`src/rtl/ddr_cmd_issue.sv`:
```
// DDR command issuer: one registered command per accept, NOP gaps, self-refresh/power-down CKE.
// Optional open-bank tracking with protocol checks when DDR_BANK_TRACK_EN is defined.
module ddr_cmd_issue #(
  parameter int unsigned ROW_W   = 13,
  parameter int unsigned COL_W   = 9,
  parameter int unsigned BANK_W  = 2,
  parameter int unsigned RANK_N  = 2,
  parameter int unsigned CMD_GAP = 1,
  parameter int unsigned XSR_CYC = 200,
  localparam int unsigned RANK_W = (RANK_N > 1) ? $clog2(RANK_N) : 1,
  localparam int unsigned ADDR_W = ROW_W + RANK_W + BANK_W + COL_W,
  localparam int unsigned BANKS  = RANK_N * (2 ** BANK_W)
) (
  input  logic              clk,
  input  logic              rst_n,
  input  logic              cmd_valid,
  output logic              cmd_ready,
  input  logic [3:0]        cmd_op,
  input  logic [ADDR_W-1:0] cmd_addr,
  input  logic [ROW_W-1:0]  cmd_mode,
  input  logic              cke_en,
  output logic [RANK_N-1:0] ddr_cke,
  output logic [RANK_N-1:0] ddr_cs_n,
  output logic              ddr_ras_n,
  output logic              ddr_cas_n,
  output logic              ddr_we_n,
  output logic [ROW_W-1:0]  ddr_addr,
  output logic [BANK_W-1:0] ddr_ba,
  output logic              protocol_err,
  output logic [BANKS-1:0]  bank_open
);

  localparam logic [3:0] OpNop    = 4'd0;
  localparam logic [3:0] OpAct    = 4'd1;
  localparam logic [3:0] OpRd     = 4'd2;
  localparam logic [3:0] OpWr     = 4'd3;
  localparam logic [3:0] OpRda    = 4'd4;
  localparam logic [3:0] OpWra    = 4'd5;
  localparam logic [3:0] OpPre    = 4'd6;
  localparam logic [3:0] OpPrea   = 4'd7;
  localparam logic [3:0] OpRef    = 4'd8;
  localparam logic [3:0] OpLmr    = 4'd9;
  localparam logic [3:0] OpEmr    = 4'd10;
  localparam logic [3:0] OpSrefEn = 4'd11;
  localparam logic [3:0] OpSrefEx = 4'd12;
  localparam logic [3:0] OpPdnEn  = 4'd13;
  localparam logic [3:0] OpPdnEx  = 4'd14;
  localparam logic [3:0] OpRsvd   = 4'd15;

  localparam int unsigned CNT_W = $clog2(XSR_CYC + 1);

  typedef enum logic [2:0] {StIdle, StIssue, StGap, StSref, StPdn} state_e;

  state_e             r_state, w_state_nxt;
  logic [CNT_W-1:0]   r_cnt;
  logic [3:0]         r_op;
  logic               r_lp, w_lp_nxt;
  logic [RANK_N-1:0]  r_cke, r_cs_n, w_cs_n, w_rank_sel;
  logic [2:0]         r_rcw, w_rcw;
  logic [ROW_W-1:0]   r_addr, w_addr, w_col_addr;
  logic [BANK_W-1:0]  r_ba, w_ba;
  logic               r_perr, w_perr_set, w_trk_err;
  logic               w_accept, w_rank_op, w_rank_bad;
  logic [COL_W-1:0]   w_col;
  logic [BANK_W-1:0]  w_bank;
  logic [RANK_W-1:0]  w_rank;
  logic [ROW_W-1:0]   w_row;

  assign w_col      = cmd_addr[COL_W-1:0];
  assign w_bank     = cmd_addr[COL_W +: BANK_W];
  assign w_rank     = cmd_addr[COL_W+BANK_W +: RANK_W];
  assign w_row      = cmd_addr[COL_W+BANK_W+RANK_W +: ROW_W];
  assign w_rank_op  = (cmd_op >= OpAct) && (cmd_op <= OpPre);
  assign w_rank_bad = w_rank_op && (32'(w_rank) >= RANK_N);
  assign w_rank_sel = ~(RANK_N'(1) << w_rank);
  assign w_accept   = cmd_valid && cmd_ready;

  // State register
  always_ff @(posedge clk) begin
    if (!rst_n) r_state <= StIdle;
    else        r_state <= w_state_nxt;
  end

  // Next-state logic
  always_comb begin
    w_state_nxt = r_state;
    unique case (r_state)
      StIdle, StSref, StPdn: if (w_accept) w_state_nxt = StIssue;
      StIssue: begin
        if (r_op == OpSrefEn)     w_state_nxt = StSref;
        else if (r_op == OpPdnEn) w_state_nxt = StPdn;
        else                      w_state_nxt = StGap;
      end
      StGap:   if (r_cnt <= CNT_W'(1)) w_state_nxt = StIdle;
      default: w_state_nxt = StIdle;
    endcase
  end

  // Outputs: in low-power states only the matching exit opcode is accepted
  always_comb begin
    cmd_ready = 1'b0;
    if (rst_n) begin
      unique case (r_state)
        StIdle:  cmd_ready = 1'b1;
        StSref:  cmd_ready = (cmd_op == OpSrefEx);
        StPdn:   cmd_ready = (cmd_op == OpPdnEx);
        default: cmd_ready = 1'b0;
      endcase
    end
  end

  always_ff @(posedge clk) begin
    if (!rst_n) begin
      r_cnt <= '0;
      r_op  <= OpNop;
    end else begin
      if (w_accept) r_op <= cmd_op;
      if (r_state == StIssue && w_state_nxt == StGap) begin
        r_cnt <= (r_op == OpSrefEx) ? CNT_W'(XSR_CYC) : CNT_W'(CMD_GAP);
      end else if (r_state == StGap && r_cnt != '0) begin
        r_cnt <= r_cnt - 1'b1;
      end
    end
  end

  always_comb begin
    w_col_addr               = '0;
    w_col_addr[COL_W-1:0]    = w_col;
    w_col_addr[10]           = (cmd_op == OpRda) || (cmd_op == OpWra);
  end

  // Pin values for an accepted command; address and bank hold unless the command drives them
  always_comb begin
    w_cs_n = '1;
    w_rcw  = 3'b111;
    w_addr = r_addr;
    w_ba   = r_ba;
    if (!w_rank_bad) begin
      case (cmd_op)
        OpAct: begin
          w_cs_n = w_rank_sel; w_rcw = 3'b011; w_addr = w_row; w_ba = w_bank;
        end
        OpRd, OpRda: begin
          w_cs_n = w_rank_sel; w_rcw = 3'b101; w_addr = w_col_addr; w_ba = w_bank;
        end
        OpWr, OpWra: begin
          w_cs_n = w_rank_sel; w_rcw = 3'b100; w_addr = w_col_addr; w_ba = w_bank;
        end
        OpPre: begin
          w_cs_n = w_rank_sel; w_rcw = 3'b010; w_addr = '0; w_ba = w_bank;
        end
        OpPrea: begin
          w_cs_n = '0; w_rcw = 3'b010; w_addr = '0; w_addr[10] = 1'b1;
        end
        OpRef, OpSrefEn: begin
          w_cs_n = '0; w_rcw = 3'b001;
        end
        OpLmr: begin
          w_cs_n = '0; w_rcw = 3'b000; w_addr = cmd_mode; w_ba = '0;
        end
        OpEmr: begin
          w_cs_n = '0; w_rcw = 3'b000; w_addr = cmd_mode; w_ba = BANK_W'(1);
        end
        default: ;
      endcase
    end
  end

  always_comb begin
    w_lp_nxt = r_lp;
    if (w_accept) begin
      if (cmd_op == OpSrefEn || cmd_op == OpPdnEn)      w_lp_nxt = 1'b1;
      else if (cmd_op == OpSrefEx || cmd_op == OpPdnEx) w_lp_nxt = 1'b0;
    end
  end

  assign w_perr_set = w_accept && ((cmd_op == OpRsvd) || w_rank_bad || w_trk_err);

  always_ff @(posedge clk) begin
    if (!rst_n) begin
      r_lp   <= 1'b0;
      r_cke  <= '0;
      r_cs_n <= '1;
      r_rcw  <= 3'b111;
      r_addr <= '0;
      r_ba   <= '0;
      r_perr <= 1'b0;
    end else begin
      r_lp  <= w_lp_nxt;
      r_cke <= w_lp_nxt ? '0 : {RANK_N{cke_en}};
      if (w_accept) begin
        r_cs_n <= w_cs_n;
        r_rcw  <= w_rcw;
        r_addr <= w_addr;
        r_ba   <= w_ba;
      end else begin
        r_cs_n <= '1;
        r_rcw  <= 3'b111;
      end
      if (w_perr_set) r_perr <= 1'b1;
    end
  end

`ifdef DDR_BANK_TRACK_EN
  logic [BANKS-1:0]         r_bank_open, w_bank_open_nxt;
  logic [RANK_W+BANK_W-1:0] w_bidx;
  logic                     w_hit;

  assign w_bidx = {w_rank, w_bank};
  assign w_hit  = r_bank_open[w_bidx];

  // Misordered commands flag an error but are still issued
  always_comb begin
    w_bank_open_nxt = r_bank_open;
    w_trk_err       = 1'b0;
    if (w_accept && !w_rank_bad) begin
      case (cmd_op)
        OpAct: begin
          w_trk_err = w_hit; w_bank_open_nxt[w_bidx] = 1'b1;
        end
        OpRd, OpWr: w_trk_err = !w_hit;
        OpRda, OpWra: begin
          w_trk_err = !w_hit; w_bank_open_nxt[w_bidx] = 1'b0;
        end
        OpPre:  w_bank_open_nxt[w_bidx] = 1'b0;
        OpPrea: w_bank_open_nxt = '0;
        OpRef, OpLmr, OpEmr, OpSrefEn: w_trk_err = |r_bank_open;
        default: ;
      endcase
    end
  end

  always_ff @(posedge clk) begin
    if (!rst_n) r_bank_open <= '0;
    else        r_bank_open <= w_bank_open_nxt;
  end

  assign bank_open = r_bank_open;
`else
  assign w_trk_err = 1'b0;
  assign bank_open = '0;
`endif

  assign ddr_cke                           = r_cke;
  assign ddr_cs_n                          = r_cs_n;
  assign {ddr_ras_n, ddr_cas_n, ddr_we_n}  = r_rcw;
  assign ddr_addr                          = r_addr;
  assign ddr_ba                            = r_ba;
  assign protocol_err                      = r_perr;

endmodule

```
`config.mk`:
```
export PLATFORM = sky130hd
export DESIGN_NAME = ddr_cmd_issue
export DESIGN_NICKNAME = d
export VERILOG_FILES = /design/src/rtl/ddr_cmd_issue.sv
export SDC_FILE = /design/constraint.sdc
export NUM_CORES = 1
export LEC_CHECK = 0
export ABC_AREA = 1
export BUFFER_PORTS_ARGS = -buffer_cell sky130_fd_sc_hd__buf_2
export CAP_MARGIN = 20
export CORE_MARGIN = 5
export CORE_UTILIZATION = 53
export DETAILED_ROUTE_END_ITERATION = 8
export PLACE_DENSITY = 0.92
export SYNTH_ARGS = -nofsm -noshare
export SYNTH_HDL_FRONTEND = slang
export SYNTH_SLANG_ARGS = --single-unit
```
`constraint.sdc`:
```
create_clock -name clk -period 4 [get_ports clk]
set_input_delay 0.2 -clock clk [delete_from_list [all_inputs] [get_ports clk]]
set_output_delay 0.2 -clock clk [all_outputs]
set_load 0.01 [all_outputs]
```
==> results.cfg, run 1 <==
[timing]
fin_tns_setup_ps = 0
finClkSkew_ps = 3.31
rsz0062_at_grt = no
max_slew_margin_pct = 48.8
final-hold-violation-count = 0
fin_crit_ps = 1890
setup_viol = 0
fin_crit_sh_pct = 47.1
whs_ps = 120
worstMarginPinSlew_ps = 763
finalMaxSlewViolations = 0
fmax_ghz = 0.530

[logic_synthesis]
synth.mux.area_fraction_pct = 0
ys.flop_type = dfxtp_1
synthSimpleGateAreaFrac_pct = 36.4
avgSynthCellArea_um2 = 6.70
ys_async_sr_fraction_pct = 0
ys_seq_elements = 38
synth_compound_area_share_pct = 11.9
synth_cell_types = 35
synth_top_family_by_area = simple AND/OR/NAND/NOR gates
netlist_instances = 316
synth.cell_area_um2 = 2120
synthAdderAreaFrac_pct = 1.18
synth_warnings = 0
synth_seq_area_share_pct = 36.0
synth-xor-area-share_pct = 2.48
synth_edf_count = 0

[floorplan]
die_w_um = 73.2
start_util_pct = 53.7
placementRows = 23
ios = 78
die_area_um2 = 5360
die_y_um = 73.2
coreArea_um2 = 3940

[flow_run]
maxCapViolations = 0

[clocking]
clockBufferDepth = 2
clkLatencyLatePin_ps = 280
cts_root_buffer = clkbuf_8
clkSlewWorstSetupHoldPaths_ps = 70
cts_sinks = 38
cts_setup_buffers = 0
htreeDepth = 2
hold_buffers = 0
cts_buffers = 5
cts_tree = yes
cts-resized-gates = 0

[finish]
finalNetCount = 429
final_cell_mix = 69 x buf_2, 65 x nand2_1, 51 x nor2_1
synthToLayoutAreaGrowth_pct = 18.4
layout-drive-gt1-share_pct = 24.4
diodes = 0
fin_util_pct = 63.5
fillCellCount = 336
fin_area_um2 = 2500
layout_commonest_cell = buf_2

[routing]
wl_per_cell_um = 12.1
vias = 2216
drt_iter0_markers = 177
ant_nets = 0
drc = 0
routed_wl_um = 5200
vias_per_cell = 5.14
drt_pre_antenna_iters = 4

[worst_setup_path]
startpoint_type = flop
crit_required_ps = 4180
crit_start = r_state[0]
cp_max_fo = 15
critPathCaptureType = flop
worstSetupPathType = flop to flop
crit_end = ddr_addr[7]
r2r-start = r_state[0]
r2r_end = ddr_addr[7]
critPathArrivalTime_ps = 2060
r2r_slack_ps = 2110
r2r_cells = 9

[pwr]
p_leak_uw = 0.00129
ir_drop_uv = 195
p_total_uw = 847
p_per_area_nw_per_um2 = 338

[placed_design]
dp_hpwl_um = 4040
portBuffers = 69
dpl_cell_area_um2 = 2430
place.gp.congestion = 0.921

[global_route]
antenna_found_initial = 0
grt_pass1_vias = 2025
grt_pass1_wl_um = 8780
grt.overflow.total = 0
grt_usage_pct = 20.8
grt_max_degree = 28

[status]
outcome = finished, final reports clean

[min_path]
hp-class = input port to flop
-- power breakdown --
group	switching (uW)	internal [uW]	leakage (uW)	total (uW)
Sequential	13.0	401	0.000310	414
Clock	128	120	0.0000383	249
Combinational	114	70.7	0.000943	184
-- synth_stat cells (4+ instances only) --
master | instances | area (um2)
nand2_1 | 65 | 244
buf_4 | 10 | 75.1
inv_1 | 29 | 109
dfxtp_1 | 38 | 761
a21oi_1 | 8 | 40.0
xor2_1 | 6 | 52.6
o21ai_0 | 23 | 115
nor2_2 | 4 | 25.0
nor2_1 | 51 | 191
nand4_1 | 5 | 31.3
buf_2 | 4 | 20.0
nand2_2 | 4 | 25.0
nand3_1 | 37 | 185
-- cell type report --
type                            count  area, um2  share of cell area (%)
Multi-Input combinational cell    234       1130                    45.1
Clock buffer                        7       76.3                    3.05
Sequential cell                    38        761                    30.4
Inverter                           32        123                    4.90
Tap cell                           50       62.6                    2.50
Timing Repair Buffer               70        353                    14.1
-- per-layer routing --
| metal | wire [um] | track usage [%] | vias to the layer above |
|---|---|---|---|
| met5 | 0 | 0 | - |
| met4 | 63 | 5.74 | 0 |
| met3 | 472 | 5.92 | 8 |
| met2 | 2520 | 34.9 | 90 |
| met1 | 2150 | 25.9 | 986 |
| li1 | - | - | 1132 |
-- registers in the layout, summed over array words and instances, names as in the netlist --
| signal | flops |
|---|---|
| protocol_err | 1 |
| r_cnt | 8 |
| r_rcw | 3 |
| ddr_addr | 13 |
| ddr_cke | 1 |
| r_state | 3 |
| r_op | 4 |
| ddr_ba | 2 |
| r_lp | 1 |
| ddr_cs_n | 2 |
-- how the worst min path moves through the flow --
stage | from | end | depth (start not counted)
floorplan | cmd_addr[11] | ddr_cs_n[0] | 2
global placement | cmd_addr[11] | ddr_cs_n[0] | 3
detailed placement | cmd_addr[11] | ddr_cs_n[0] | 3
CTS | cmd_addr[11] | ddr_cs_n[0] | 3
global route | cmd_addr[11] | ddr_cs_n[0] | 3
finish | cmd_addr[11] | ddr_cs_n[0] | 3
-- worst max-delay path: stages, from the launching register on --
cell and delay [ps]:
dfxtp_1 390, nand2_1 90, nor2_2 150, nand3_1 130, a21oi_2 180, nand2_2 190
nor2_4 280, inv_2 170, nor2_1 120, nor2_1 60
-- kinds of logic after synthesis --
family	after synthesis
AO/OA/AOI/OAI	43
other	1
buffers and inverters	51
flip-flops	38
XOR/XNOR	6
adder cells (fa/ha/maj)	2
AND/OR/NAND/NOR	175
-- metrics by stage --
stage / cells / setup slack, ps
after floorplan: 323 / 2410
after global placement: 424 / 2120
after detailed placement: 424 / 2030
after CTS: 431 / 2110
after global routing: 431 / 1840
final: 431 / 2110
(Power assumes the default switching activity.)
==> inputs of run 2 (changes only) <==
- CORE_UTILIZATION: 53 -> 49
- PLACE_DENSITY: 0.92 -> 0.86
- clock period: 4 -> 1.75 ns (I/O delays scaled with it)
==> run 2 against run 1 <==
  * Sequential share of layout area decreased by 1.7 points
  * Worst hold slack got worse by 73 ps
  * Die area increased by 7.0%
  * Routed wire length increased by 8.6%
  * Via count increased by 2.5%
  * Count of clock-buffer cells in the layout decreased by 2
  * Critical path depth unchanged
  * Clock skew about the same
  * Final cell count increased by 2.8%
  * Non-clock buffer count increased by 11
  * Fmax increased by 9.5%
  * Critical endpoint is now ddr_addr[1]
  * Largest cell class unchanged
==> results.cfg, run 2 (synthesis results as in run 1) <==
[floorplan]
start_util_pct = 51.8
ios = 78
coreArea_um2 = 4090
die_area_um2 = 5730
placementRows = 23
die_w_um = 75.7
die_y_um = 75.7

[routing]
wl_per_cell_um = 12.8
ant_nets = 0
drt_pre_antenna_iters = 4
drt_iter0_markers = 153
drc = 0
vias = 2272
vias_per_cell = 5.13
routed_wl_um = 5650

[finish]
layoutNonFillerInstCount = 443
largest_reg_flops = 13
layout_commonest_cell = buf_2
diodes = 0
final_cell_mix = 70 x buf_2, 65 x nand2_1, 50 x nor2_1
layout-drive-gt1-share_pct = 27.7
fin_area_um2 = 2660
synthToLayoutAreaGrowth_pct = 25.7
fillCellCount = 374
finalNetCount = 440
fin_util_pct = 65.1

[placed_design]
dpl_cell_area_um2 = 2490
dp_hpwl_um = 4360
dpl.cell_count = 432
portBuffers = 69
place.gp.congestion = 0.882
dpl_worst_slack_ps = -16.1

[global_route]
grt_usage_pct = 20.7
antenna_found_initial = 0
grt_pass1_vias = 2212
grt_pass1_wl_um = 9160
grt.overflow.total = 0
grt_max_degree = 27

[pwr]
switching_power_uw = 641
p_leak_uw = 0.00137
clkPwrFrac_pct = 35.1
ir_drop_uv = 537
p_per_area_nw_per_um2 = 813
p_total_uw = 2160
pwr-share-seq_pct = 43.7
comb_power_share_pct = 21.1
p_sw_share_pct = 29.6
p_int_uw = 1520

[flow_run]
maxCapViolations = 0

[timing]
finalMaxSlewViolations = 0
fmax_ghz = 0.581
fin_crit_sh_pct = 98.4
fin_crit_ps = 1720
final-hold-violation-count = 0
setup_viol = 0
finClkSkew_ps = 2.87
fin_ws_ps = 28.1

[status]
outcome = finished, final reports clean

[worst_setup_path]
worstSetupPathType = flop to flop
critPathCaptureType = flop
critical-path-max-stage-delay_ps = 360
cp_max_fo = 8
cp_slowest_cell = dfxtp_1
critPathArrivalTime_ps = 1950
path_cells = nand2_1 -> nor2_4 -> nand3_2 -> a21oi_4 -> nand2_4 -> nor2_4 -> buf_2 -> o21ai_0 -> nor2_1
crit_required_ps = 1980
r2r_slack_ps = 30
r2r_cells = 9
r2r_end = ddr_addr[1]
r2r-start = r_state[1]
timing.critical_path.mode_cell = nor2_4
startpoint_type = flop

[clocking]
cts_sinks = 38
clockBufferDepth = 2
cts_buffers = 5
cts_root_buffer = clkbuf_8
clkSlewWorstSetupHoldPaths_ps = 80
clkLatencyLatePin_ps = 290
cts_tree = yes
htreeDepth = 2

[min_path]
hold_depth = 3
min_from = cke_en
min_to = ddr_cke[0]
hp-class = input port to flop
[run 2: stage by stage]
| step | hold WS [ps] | setup TNS, ps |
|---|---|---|
| 6_report | 46.7 | 0 |
| 5_1_grt | 70.9 | -359 |
| 4_1_cts | 41.7 | 0 |
| 3_5_place_dp | 311 | -46.0 |
| 3_3_place_gp | 301 | 0 |
| 2_1_floorplan | 198 | 0 |
[run 2: critical path, delay by kind of cell (launching register included)]
family / cells / cell delay [ps]
buf+inv: 1 / 190
flops: 1 / 360
simple gates: 6 / 830
compound gates: 2 / 260
[run 2: worst max-delay path by stage]
stage                from            to
6_report       r_state[1]   ddr_addr[1]
5_1_grt        r_state[0]   ddr_addr[6]
4_1_cts        r_state[0]     ddr_ba[0]
3_5_place_dp   r_state[0]     ddr_ba[0]
3_3_place_gp   r_state[0]     ddr_ba[0]
2_1_floorplan  r_state[0]  ddr_addr[10]
[run 2: final cells by class]
cell class	instances	area, um2	area share (%)
multi-input cells	234	1150	43.4
well taps	50	62.6	2.35
clock inverters	3	45.0	1.69
inverters	32	128	4.80
clock buffers	5	68.8	2.59
flip-flops and latches	38	762	28.6
repair buffers	81	439	16.5
[run 2: power by group through the flow]
stage | sequential [uW] | clock, uW | combinational, uW
after global placement | 963 | 0 | 429
after detailed placement | 964 | 0 | 438
after floorplan | 974 | 0 | 290
final | 946 | 760 | 457
after global routing | 950 | 803 | 516
after CTS | 945 | 774 | 444
[run 2: what timing repair did]
| action | CTS | global route |
|---|---|---|
| buffers inserted | 0 | 1 |
| gates cloned | 0 | 1 |
| hold endpoints to repair | 2 | 0 |
| pin swaps | 0 | 3 |
| hold buffers | 1 | 0 |
| gates resized for setup | 1 | 8 |
| endpoints found under the setup margin | 9 | 18 |
[run 2: metal layers]
| metal | part of all wire, % | up-vias | global-route usage [%] | routed length, um |
|---|---|---|---|---|
| met4 | 1.6 | 0 | 8.16 | 91 |
| met3 | 8.2 | 11 | 5.54 | 463 |
| met2 | 50 | 103 | 36.9 | 2810 |
| met5 | 0 | - | 0 | 0 |
| li1 | - | 1150 | - | - |
| met1 | 41 | 1008 | 23.5 | 2290 |
==> inputs of run 3 (changes only) <==
- CORE_UTILIZATION: 49 -> 51
- CTS_BUF_LIST: unset -> sky130_fd_sc_hd__clkbuf_8
- PLACE_DENSITY: 0.86 -> 0.89
==> run 3 against run 2 <==
  * Fmax is 7.6% higher
  * Critical path depth decreased by 1
  * Final area down 0.23%
  * Utilization is 1.2 points higher
  * Combinational power fell by 1%
  * Total power grew 6.3%
  * Die area shrank 3.4%
  * Routed wire length is essentially flat
  * Via count rose by 0.44%
==> results.cfg, run 3 (synthesis results as in run 1) <==
[status]
outcome = finished, final reports clean

[global_route]
grt.overflow.total = 0
grt_pass1_wl_um = 9210
grt_pass1_vias = 2251
grt_usage_pct = 21.3
grt_max_degree = 27
antenna_found_initial = 0

[clocking]
hold_buffers = 0
clkLatencyLatePin_ps = 300
cts_sinks = 38
cts_tree = yes
htreeDepth = 2
cts_root_buffer = clkbuf_8
clockBufferDepth = 2
cts_buffers = 5
clkSlewWorstSetupHoldPaths_ps = 80

[timing]
fin_crit_sh_pct = 91.4
fmax_ghz = 0.625
fin_ws_ps = 150
final-hold-violation-count = 0
fin_crit_ps = 1600
finClkSkew_ps = 6.41
finalMaxSlewViolations = 0
setup_viol = 0

[routing]
drt_pre_antenna_iters = 4
routed_wl_um = 5650
ant_nets = 0
drc = 0
drt_iter0_markers = 143
vias_per_cell = 5.16
wl_per_cell_um = 12.8
vias = 2282

[worst_setup_path]
cp_slowest_cell = dfxtp_1
crit_required_ps = 1950
critPathArrivalTime_ps = 1800
startpoint_type = flop
path_cells = inv_1 -> ha_1 -> nand2_1 -> o21ai_2 -> nor2_1 -> or2_2 -> nand3_1 -> inv_1
timing.critical_path.mode_cell = inv_1
r2r-start = r_cnt[1]
r2r_cells = 8
worstSetupPathType = flop to flop
path_buf_inv = 2
critPathCaptureType = flop
critical-path-max-stage-delay_ps = 330
r2r_slack_ps = 150
cp_max_fo = 6
r2r_end = r_cnt[2]
crit_family = simple AND/OR/NAND/NOR gates

[placed_design]
dp_hpwl_um = 4170
portBuffers = 69
dpl_worst_slack_ps = 103
place.gp.congestion = 0.943
dpl.cell_count = 432

[floorplan]
start_util_pct = 52.9
placementRows = 23
coreArea_um2 = 4000
die_y_um = 74.4
ios = 78
die_area_um2 = 5540
die_w_um = 74.4

[flow_run]
maxCapViolations = 0

[finish]
largest_reg_flops = 13
layout_commonest_cell = buf_2
diodes = 0
finalNetCount = 439
final_cell_mix = 69 x buf_2, 65 x nand2_1, 51 x nor2_1
synthToLayoutAreaGrowth_pct = 25.4
layoutNonFillerInstCount = 442
layout-drive-gt1-share_pct = 27.0

[pwr]
p_per_area_nw_per_um2 = 867
ir_drop_uv = 451
p_leak_uw = 0.00137

[min_path]
min_from = cmd_addr[11]
min_to = ddr_cs_n[1]
hold_depth = 2
hp-class = input port to flop
[run 3: cell count changes in the layout (fill, tap and decap cells not counted), sizes merged]
| cell | delta |
|---|---|
| bufinv | +1 |
| buf | -1 |
| dlygate4sd3 | -1 |
| clkinvlp | -2 |
| nand3 | +1 |
| clkinv | +1 |
[run 3: area by class of cell]
class	count	area, um2
Fill cell	330	1350
Multi-Input combinational cell	235	1140
Timing Repair Buffer	79	424
Clock inverter	3	68.8
Clock buffer	5	68.8
Sequential cell	38	762
Inverter	32	123
Tap cell	50	62.6
[run 3: layer usage]
layer / vias to the layer above / GRT usage [%] / part of all wire, % / routed length [um]
met5: - / 0 / 0 / 0
met4: 0 / 10.5 / 1.8 / 99
met3: 15 / 5.27 / 9.3 / 528
met2: 113 / 37.3 / 50 / 2810
met1: 998 / 24.0 / 39 / 2210
li1: 1156 / - / - / -
[run 3: timing repair]
action / 4_1_cts / 5_1_grt
resized for setup: 0 / 4
endpoints found under the setup margin: 0 / 25
buffers inserted: 0 / 1
[run 3: worst max-delay path by stage]
stage	depth (start not counted)	start	end
5_1_grt	9	r_state[2]	r_cnt[6]
3_5_place_dp	9	r_state[0]	ddr_addr[7]
6_report	8	r_cnt[1]	r_cnt[2]
2_1_floorplan	10	r_state[0]	ddr_addr[10]
4_1_cts	9	r_state[0]	ddr_addr[6]
3_3_place_gp	9	r_state[0]	ddr_addr[11]
[run 3: through the flow]
| step | util [%] | TNS [ps] | hold slack [ps] | cell area (um2) | total power, uW |
|---|---|---|---|---|---|
| detailed placement | 62.2 | 0 | 313 | 2490 | 1400 |
| global placement | 62.2 | 0 | 300 | 2490 | 1390 |
| CTS | 65.7 | 0 | 0.549 | 2630 | 2300 |
| floorplan | - | 0 | 198 | 2140 | 1260 |
| finish | 66.3 | 0 | 2.04 | 2650 | 2300 |
| global route | 66.3 | -91.3 | 8.86 | 2650 | 2410 |
[run 3: report_power, final]
| group | internal [uW] | leakage, uW | total [uW] | switching [uW] |
|---|---|---|---|---|
| clock | 571 | 0.0000683 | 904 | 333 |
| sequential | 916 | 0.000311 | 945 | 29.2 |
| combinational | 179 | 0.000993 | 452 | 272 |
| total | 1670 | 0.00137 | 2300 | 634 |
